$ cat config.mk
export PLATFORM = sky130hd
export DESIGN_NAME = dm_bridge_flat
export DESIGN_NICKNAME = d
export VERILOG_FILES = /design/src/rtl/dm_bridge_pkg.sv /design/src/rtl/dm_bridge_if.sv /design/src/rtl/dm_bridge_wait_timer.sv /design/src/rtl/dm_bridge.sv /design/src/flat_wrapper.sv
export SDC_FILE = /design/constraint.sdc
export NUM_CORES = 1
export LEC_CHECK = 0
export ABC_AREA = 1
export CAP_MARGIN = 20
export CORE_ASPECT_RATIO = 1.75
export CORE_UTILIZATION = 42
export CTS_CLUSTER_DIAMETER = 30
export DETAILED_ROUTE_END_ITERATION = 8
export HOLD_SLACK_MARGIN = 0.05
export PLACE_DENSITY = 0.8
export SYNTH_ARGS = -nofsm -noshare
export SYNTH_HDL_FRONTEND = slang
export SYNTH_SLANG_ARGS = --single-unit
export TNS_END_PERCENT = 50
$ cat constraint.sdc
create_clock -name clock -period 3.9 [get_ports clock]
set_input_delay 0.39 -clock clock [delete_from_list [all_inputs] [get_ports clock]]
set_output_delay 0.39 -clock clock [all_outputs]
set_load 0.1 [all_outputs]
$ cat src/rtl/dm_bridge_pkg.sv
// dm_bridge_pkg: definitions shared by the data-side memory bridge.
//   state_t          - bridge FSM states (IDLE / ACCESS / DONE)
//   ALIGN_OK         - value the low two address bits must hold for a word access
//   DEFAULT_ERR_DATA - load data returned when an access is aborted
//   word_align()     - clears the byte-offset bits of an address
package dm_bridge_pkg;

  typedef enum logic [1:0] {
    ST_IDLE   = 2'd0,
    ST_ACCESS = 2'd1,
    ST_DONE   = 2'd2
  } state_t;

  localparam logic [1:0]  ALIGN_OK         = 2'b00;
  localparam logic [31:0] DEFAULT_ERR_DATA = 32'hDEAD_BEEF;

  function automatic logic [31:0] word_align(input logic [31:0] addr);
    return {addr[31:2], 2'b00};
  endfunction

endpackage

$ cat src/rtl/dm_bridge_if.sv
// dm_bridge_if: CPU load/store path plus external memory handshake.
//   CPU side : cpu_address, cpu_wdata, cpu_mem_write, cpu_mem_read (to bridge)
//              cpu_rdata, stall, bus_error (from bridge)
//   Mem side : mem_req, mem_we, mem_addr, mem_wdata (from bridge)
//              mem_rdata, mem_ack (to bridge)
//
// Handshake: mem_req is a level that stays high, with mem_we/mem_addr/mem_wdata
// held stable, until the memory answers. mem_ack is a one-cycle pulse; the
// transfer completes on the rising edge where mem_req and mem_ack are both high,
// and mem_rdata is only meaningful on that edge. The bridge may withdraw
// mem_req without an ack (timeout or reset); an ack seen while mem_req is low
// belongs to no transfer and is ignored.
//
// Modports: slave = the bridge, master = the core + memory environment.
interface dm_bridge_if;

  logic [31:0] cpu_address;
  logic [31:0] cpu_wdata;
  logic        cpu_mem_write;
  logic        cpu_mem_read;
  logic [31:0] cpu_rdata;
  logic        stall;
  logic        bus_error;

  logic        mem_req;
  logic        mem_we;
  logic [31:0] mem_addr;
  logic [31:0] mem_wdata;
  logic [31:0] mem_rdata;
  logic        mem_ack;

  modport slave (
    input  cpu_address, cpu_wdata, cpu_mem_write, cpu_mem_read,
    input  mem_rdata, mem_ack,
    output cpu_rdata, stall, bus_error,
    output mem_req, mem_we, mem_addr, mem_wdata
  );

  modport master (
    output cpu_address, cpu_wdata, cpu_mem_write, cpu_mem_read,
    output mem_rdata, mem_ack,
    input  cpu_rdata, stall, bus_error,
    input  mem_req, mem_we, mem_addr, mem_wdata
  );

endinterface

$ cat src/rtl/dm_bridge_wait_timer.sv
// wait_timer: counts cycles spent waiting for a memory ack.
//   i_clk, i_rst : clock, asynchronous active-high reset
//   i_clear      : reset the count to zero (wins over i_enable)
//   i_enable     : advance the count by one
//   o_expired    : count has reached TIMEOUT_CYCLES - 1
module wait_timer #(
  parameter int TIMEOUT_CYCLES = 16
) (
  input  logic i_clk,
  input  logic i_rst,
  input  logic i_clear,
  input  logic i_enable,
  output logic o_expired
);

  localparam int             W    = $clog2(TIMEOUT_CYCLES + 1);
  localparam logic [W-1:0]   LAST = W'(TIMEOUT_CYCLES - 1);

  logic [W-1:0] r_count;

  always_ff @(posedge i_clk or posedge i_rst) begin
    if (i_rst) begin
      r_count <= '0;
    end else if (i_clear) begin
      r_count <= '0;
    end else if (i_enable) begin
      r_count <= r_count + 1'b1;
    end
  end

  assign o_expired = (r_count == LAST);

endmodule

$ cat src/rtl/dm_bridge.sv
// dm_bridge: turns each single-cycle CPU load/store into a req/ack transaction
// on a variable-latency memory, freezing the core with stall until the access
// completes, times out, or is rejected as misaligned.
//   clock, reset : clock, asynchronous active-high reset
//   bus          : dm_bridge_if.slave (CPU path and memory handshake)
//   o_dbg_state  : current FSM state, for observation only
module dm_bridge
  import dm_bridge_pkg::*;
#(
  parameter int          TIMEOUT_CYCLES = 16,
  parameter logic [31:0] ERR_DATA       = DEFAULT_ERR_DATA
) (
  input  logic         clock,
  input  logic         reset,
  dm_bridge_if.slave   bus,
  output state_t       o_dbg_state
);

  state_t      r_state;
  state_t      w_next_state;

  logic        r_we;
  logic [31:0] r_addr;
  logic [31:0] r_wdata;
  logic [31:0] r_rdata;
  logic        r_bus_error;

  logic        w_request;
  logic        w_aligned;
  logic        w_stall;
  logic        w_req;
  logic        w_latch;
  logic        w_timer_clear;
  logic        w_timer_enable;
  logic        w_timer_expired;
  logic        w_ack_done;
  logic        w_abort;
  logic        w_abort_is_load;

  assign w_request = bus.cpu_mem_read | bus.cpu_mem_write;
  assign w_aligned = (bus.cpu_address[1:0] == ALIGN_OK);

  wait_timer #(
    .TIMEOUT_CYCLES (TIMEOUT_CYCLES)
  ) u_wait_timer (
    .i_clk     (clock),
    .i_rst     (reset),
    .i_clear   (w_timer_clear),
    .i_enable  (w_timer_enable),
    .o_expired (w_timer_expired)
  );

  always_ff @(posedge clock or posedge reset) begin
    if (reset) begin
      r_state <= ST_IDLE;
    end else begin
      r_state <= w_next_state;
    end
  end

  always_comb begin
    w_next_state    = r_state;
    w_stall         = 1'b0;
    w_req           = 1'b0;
    w_latch         = 1'b0;
    w_timer_clear   = 1'b0;
    w_timer_enable  = 1'b0;
    w_ack_done      = 1'b0;
    w_abort         = 1'b0;
    w_abort_is_load = 1'b0;
    case (r_state)
      ST_IDLE: begin
        w_stall = w_request;
        if (w_request) begin
          if (w_aligned) begin
            w_latch       = 1'b1;
            w_timer_clear = 1'b1;
            w_next_state  = ST_ACCESS;
          end else begin
            w_abort         = 1'b1;
            // read+write together counts as a store
            w_abort_is_load = ~bus.cpu_mem_write;
            w_next_state    = ST_DONE;
          end
        end
      end
      ST_ACCESS: begin
        w_stall = 1'b1;
        w_req   = 1'b1;
        // ack is checked first so a reply on the last wait cycle is accepted
        if (bus.mem_ack) begin
          w_ack_done   = 1'b1;
          w_next_state = ST_DONE;
        end else if (w_timer_expired) begin
          w_abort         = 1'b1;
          w_abort_is_load = ~r_we;
          w_next_state    = ST_DONE;
        end else begin
          w_timer_enable = 1'b1;
        end
      end
      ST_DONE: begin
        // inputs still describe the instruction being committed; ignore them
        w_next_state = ST_IDLE;
      end
      default: begin
        w_next_state = ST_IDLE;
      end
    endcase
  end

  always_ff @(posedge clock or posedge reset) begin
    if (reset) begin
      r_we        <= 1'b0;
      r_addr      <= '0;
      r_wdata     <= '0;
      r_rdata     <= '0;
      r_bus_error <= 1'b0;
    end else begin
      if (w_latch) begin
        r_we    <= bus.cpu_mem_write;
        r_addr  <= word_align(bus.cpu_address);
        r_wdata <= bus.cpu_wdata;
      end
      if (w_ack_done && !r_we) begin
        r_rdata <= bus.mem_rdata;
      end
      if (w_abort) begin
        r_bus_error <= 1'b1;
        // stores have no load result, so cpu_rdata keeps the last load value
        if (w_abort_is_load) begin
          r_rdata <= ERR_DATA;
        end
      end
    end
  end

  // mem_req decodes straight from the state register so reset withdraws it
  // immediately rather than at the next edge.
  assign bus.mem_req   = w_req;
  assign bus.mem_we    = r_we;
  assign bus.mem_addr  = r_addr;
  assign bus.mem_wdata = r_wdata;
  assign bus.cpu_rdata = r_rdata;
  assign bus.stall     = w_stall;
  assign bus.bus_error = r_bus_error;
  assign o_dbg_state   = r_state;

endmodule

$ cat src/flat_wrapper.sv
// flat-port wrapper written by rule: the top's interface ports become plain ports
module dm_bridge_flat import dm_bridge_pkg::*;
#(
  parameter int          TIMEOUT_CYCLES = 16,
  parameter logic [31:0] ERR_DATA       = DEFAULT_ERR_DATA
)
  (clock, reset, o_dbg_state, bus_cpu_address, bus_cpu_wdata, bus_cpu_mem_write, bus_cpu_mem_read, bus_mem_rdata, bus_mem_ack, bus_cpu_rdata, bus_stall, bus_bus_error, bus_mem_req, bus_mem_we, bus_mem_addr, bus_mem_wdata);
  dm_bridge_if bus_i ();
  input  logic clock;
  input  logic reset;
  output state_t o_dbg_state;
  input wire logic [$bits(bus_i.cpu_address)-1:0] bus_cpu_address;
  input wire logic [$bits(bus_i.cpu_wdata)-1:0] bus_cpu_wdata;
  input wire logic [$bits(bus_i.cpu_mem_write)-1:0] bus_cpu_mem_write;
  input wire logic [$bits(bus_i.cpu_mem_read)-1:0] bus_cpu_mem_read;
  input wire logic [$bits(bus_i.mem_rdata)-1:0] bus_mem_rdata;
  input wire logic [$bits(bus_i.mem_ack)-1:0] bus_mem_ack;
  output wire logic [$bits(bus_i.cpu_rdata)-1:0] bus_cpu_rdata;
  output wire logic [$bits(bus_i.stall)-1:0] bus_stall;
  output wire logic [$bits(bus_i.bus_error)-1:0] bus_bus_error;
  output wire logic [$bits(bus_i.mem_req)-1:0] bus_mem_req;
  output wire logic [$bits(bus_i.mem_we)-1:0] bus_mem_we;
  output wire logic [$bits(bus_i.mem_addr)-1:0] bus_mem_addr;
  output wire logic [$bits(bus_i.mem_wdata)-1:0] bus_mem_wdata;
  assign bus_i.cpu_address = bus_cpu_address;
  assign bus_i.cpu_wdata = bus_cpu_wdata;
  assign bus_i.cpu_mem_write = bus_cpu_mem_write;
  assign bus_i.cpu_mem_read = bus_cpu_mem_read;
  assign bus_i.mem_rdata = bus_mem_rdata;
  assign bus_i.mem_ack = bus_mem_ack;
  assign bus_cpu_rdata = bus_i.cpu_rdata;
  assign bus_stall = bus_i.stall;
  assign bus_bus_error = bus_i.bus_error;
  assign bus_mem_req = bus_i.mem_req;
  assign bus_mem_we = bus_i.mem_we;
  assign bus_mem_addr = bus_i.mem_addr;
  assign bus_mem_wdata = bus_i.mem_wdata;
  dm_bridge #(.TIMEOUT_CYCLES(TIMEOUT_CYCLES), .ERR_DATA(ERR_DATA)) u_core (.clock(clock), .reset(reset), .bus(bus_i), .o_dbg_state(o_dbg_state));
endmodule
==> impl_results.md <==
* Distinct cells, synth at 22
* CP Capture Type: output pin
* Data required, critical path at 3.51 ns
* Pin count of the biggest net entering global routing at slightly below 90
* Footprint of the multi-input gates at 1455 um^2
* Syn-to-layout area delta at 52.05%
* Cells after synthesis at 543
* Final number of setup-violating endpoints at 0
* Worst setup margin at 1.504 ns
* Fin crit share at 0.6144
* CTS sink cnt at around 100
* Diodes inserted at 0
* Reg2Reg Depth at 8
* WP data arrival at 2.01 ns
* Post-CTS setup buffers at 0
* Post-layout min period at 2.396 ns
* Avg WL per Cell at 13.65 um
* Maximum clock insertion buffer count at 2
* Hold WS at 0.4449 ns
* Total global-route track usage at 0.2140
* Final number of max-transition violations at 0
* DRC Markers at 0
* Detailed Route WL at around 12000 um
* Core area at around 11000 um^2
* Reg area at 2577 um^2
* Slowest stage delay, CP at 1.19 ns
* Standard-cell rows at 50
* Placement-stage worst setup slack at about 1.4 ns
* RePlAce Congestion at just under 0.8
* Top cell type by total area after synthesis: sky130_fd_sc_hd__dfrtp_1
* Reg-to-reg endpoint: u_core.bus.cpu_rdata[24]$_DFF_PP0_
* Sequential area share after synthesis at 0.5631
* Flops & latches, synth at 103
* Layout fillers at 892
* Startpoint kind of the worst setup timing path: flop
* Number of nets with antenna violations after detailed routing at 0
* CTS clk-pin slew, worst paths at 0.07 ns
* Most common cell after layout, fill and taps aside: sky130_fd_sc_hd__clkdlybuf4s50_1
* Sum of buffers and inverters on the critical path at 1
* Source-to-sink clock delay at the later pin of the worst-skew pair at 0.34 ns
* Outcome: finished clean
* Number of design-rule violations left by the first detailed-router iteration at 158
* Total number of vias at 4076
* Commonest non-fill, non-tap cells in the layout: sky130_fd_sc_hd__clkdlybuf4s50_1 (198), sky130_fd_sc_hd__nand2_1 (145), sky130_fd_sc_hd__inv_1 (107)
* Initial antenna violation count at 0
* Count of buffers from port buffering at 200
* Post-cts hold buffer count at 0
* Clock Tree Root: sky130_fd_sc_hd__clkbuf_16
* Critical-path cell with the highest stage delay: sky130_fd_sc_hd__clkdlybuf4s50_1
* Setup repair after global routing missed its margin: no
* Crit Path Max Fanout at 5
* Total Negative Setup Slacks at 0 ns
* Number of max-cap violations at 0
* Relative slew slack at 0.3185
* Fraction of post-synthesis cell area in the top cell type by area at 0.5631
* Die outline width at 80.91 um
* CP top delay family: buffers and inverters
* Flop-to-flop setup slack at 1.67 ns
* Number of vias per cell after detailed routing at between 4 and 5
* Share of layout cells above drive strength 1 at 0.04076
* Hold WC Path Type: primary input to async pin
* CTS tree: yes
* Wire length of the first global-routing pass at approximately 19000 um
* Post_cts resized at 0
* Worst Tran Pin Value at 1.019 ns
* Launch instance of the worst register-to-register path: u_core.u_wait_timer.r_count[0]$_DFFE_PP0P_
* Number of synthesis warnings at 0
* Number of global-route vias before repair at 4010
* Cts bufs inserted at 9
* Core occupancy in the finished layout at 0.6544
* First-pass detailed-route iteration total at 4
* Number of endpoints with negative hold slack in the final report at 0
* HPWL after detailed placement at 8712 um
* Initial Utilization at 0.4304
* Overall die area at about 11000 um^2
* Depth of the CTS H-tree at 3
* I/O pin cnt at 203
* Crit Path Class: flop to output pin
* Die height at 140.1 um
* Post-Syn Area at 4577 um^2
* Maximum operating frequency at 417.3 MHz
* CP Cell Sequence: clkdlybuf4s50_1
* Synthesized area per cell at 8.429 um^2
* Final-stage net count at between 800 and 900
* GRT overflow at 0
* Cells taking the most area after synthesis: sky130_fd_sc_hd__dfrtp_1 (56%), sky130_fd_sc_hd__nand2_1 (12%), sky130_fd_sc_hd__inv_1 (8.9%)
* Worst Skew at roughly 0.0085 ns
==> cell type report <==
type	instances	area share
multi-input combinational	303	0.2091
inverter	109	0.05915
sequential	103	0.3704
timing repair buffer	206	0.2952
clock buffer	11	0.03488
tap	130	0.02337
clock inverter	4	0.007911
==> through the flow <==
| stage | cell area, um^2 | std cells |
|---|---|---|
| floorplan | 4581 | 544 |
| global placement | 6641 | 850 |
| detailed placement | 6641 | 850 |
| CTS | 6939 | 865 |
| global route | 6959 | 866 |
| finish | 6959 | 866 |
==> cells in the mapped netlist <==
cell type and n:
sky130_fd_sc_hd__nand2_1 145, sky130_fd_sc_hd__inv_1 108, sky130_fd_sc_hd__dfrtp_1 103, sky130_fd_sc_hd__o21ai_0 64, sky130_fd_sc_hd__nand3_1 34, sky130_fd_sc_hd__nand3b_1 33, sky130_fd_sc_hd__buf_2 15, sky130_fd_sc_hd__nor2_1 12
sky130_fd_sc_hd__clkbuf_1 10, sky130_fd_sc_hd__buf_4 3, sky130_fd_sc_hd__ha_1 2, sky130_fd_sc_hd__nand3_2 2, sky130_fd_sc_hd__nand4_1 2, sky130_fd_sc_hd__nor2_4 2, sky130_fd_sc_hd__a21oi_1 1, sky130_fd_sc_hd__and3_1 1
sky130_fd_sc_hd__buf_6 1, sky130_fd_sc_hd__conb_1 1, sky130_fd_sc_hd__inv_2 1, sky130_fd_sc_hd__nand2_2 1, sky130_fd_sc_hd__nor2_2 1, sky130_fd_sc_hd__xor2_1 1
==> flip-flops by register name, indices dropped and copies added (netlist names) <==
register and cells:
u_core.bus.cpu_rdata 32, u_core.bus.mem_wdata 32, u_core.bus.mem_addr 30, u_core.u_wait_timer.r_count 5
u_core.o_dbg_state 2, u_core.bus.bus_error 1, u_core.bus.mem_we 1
==> routing by layer <==
layer | routed length [um] | up-vias | track usage
met5 | 0 | - | 0
met4 | 335 | 0 | 0.09492
met3 | 661 | 24 | 0.04169
met2 | 6506 | 144 | 0.3967
met1 | 4316 | 1885 | 0.2240
li1 | - | 2023 | -
==> worst max-delay path by stage <==
stage | start | end | slack, ns | cells past startpoint
final | u_core.o_dbg_state[1]$_DFFE_PP0P_ | o_dbg_state[1] | 1.50 | 1
after global routing | u_core.o_dbg_state[1]$_DFFE_PP0P_ | o_dbg_state[1] | 1.44 | 1
after CTS | u_core.o_dbg_state[1]$_DFFE_PP0P_ | o_dbg_state[1] | 1.49 | 1
after detailed placement | bus_cpu_mem_read | u_core.bus.mem_wdata[3]$_DFFE_PP0P_ | 1.38 | 6
after global placement | bus_cpu_mem_write | u_core.u_wait_timer.r_count[2]$_DFFE_PP0P_ | 1.49 | 7
after floorplan | reset | u_core.bus.bus_error$_DFFE_PP0P_ | 0.81 | 1
==> cell families (layout without fill, tap and decap cells) <==
kind of cell,count (synthesis),after routing,share of synthesized area
adder cells (fa/ha/maj),2,2,0.005467
XOR/XNOR,1,1,0.001914
AO/OA/AOI/OAI,65,65,0.07108
flip-flops,103,103,0.5631
other,1,2,0.0008193
AND/OR/NAND/NOR,233,233,0.2362
buffers and inverters,138,330,0.1214
Power is not shown: default switching activity piles up to over one toggle a cycle in this logic, so the estimate is an artifact.
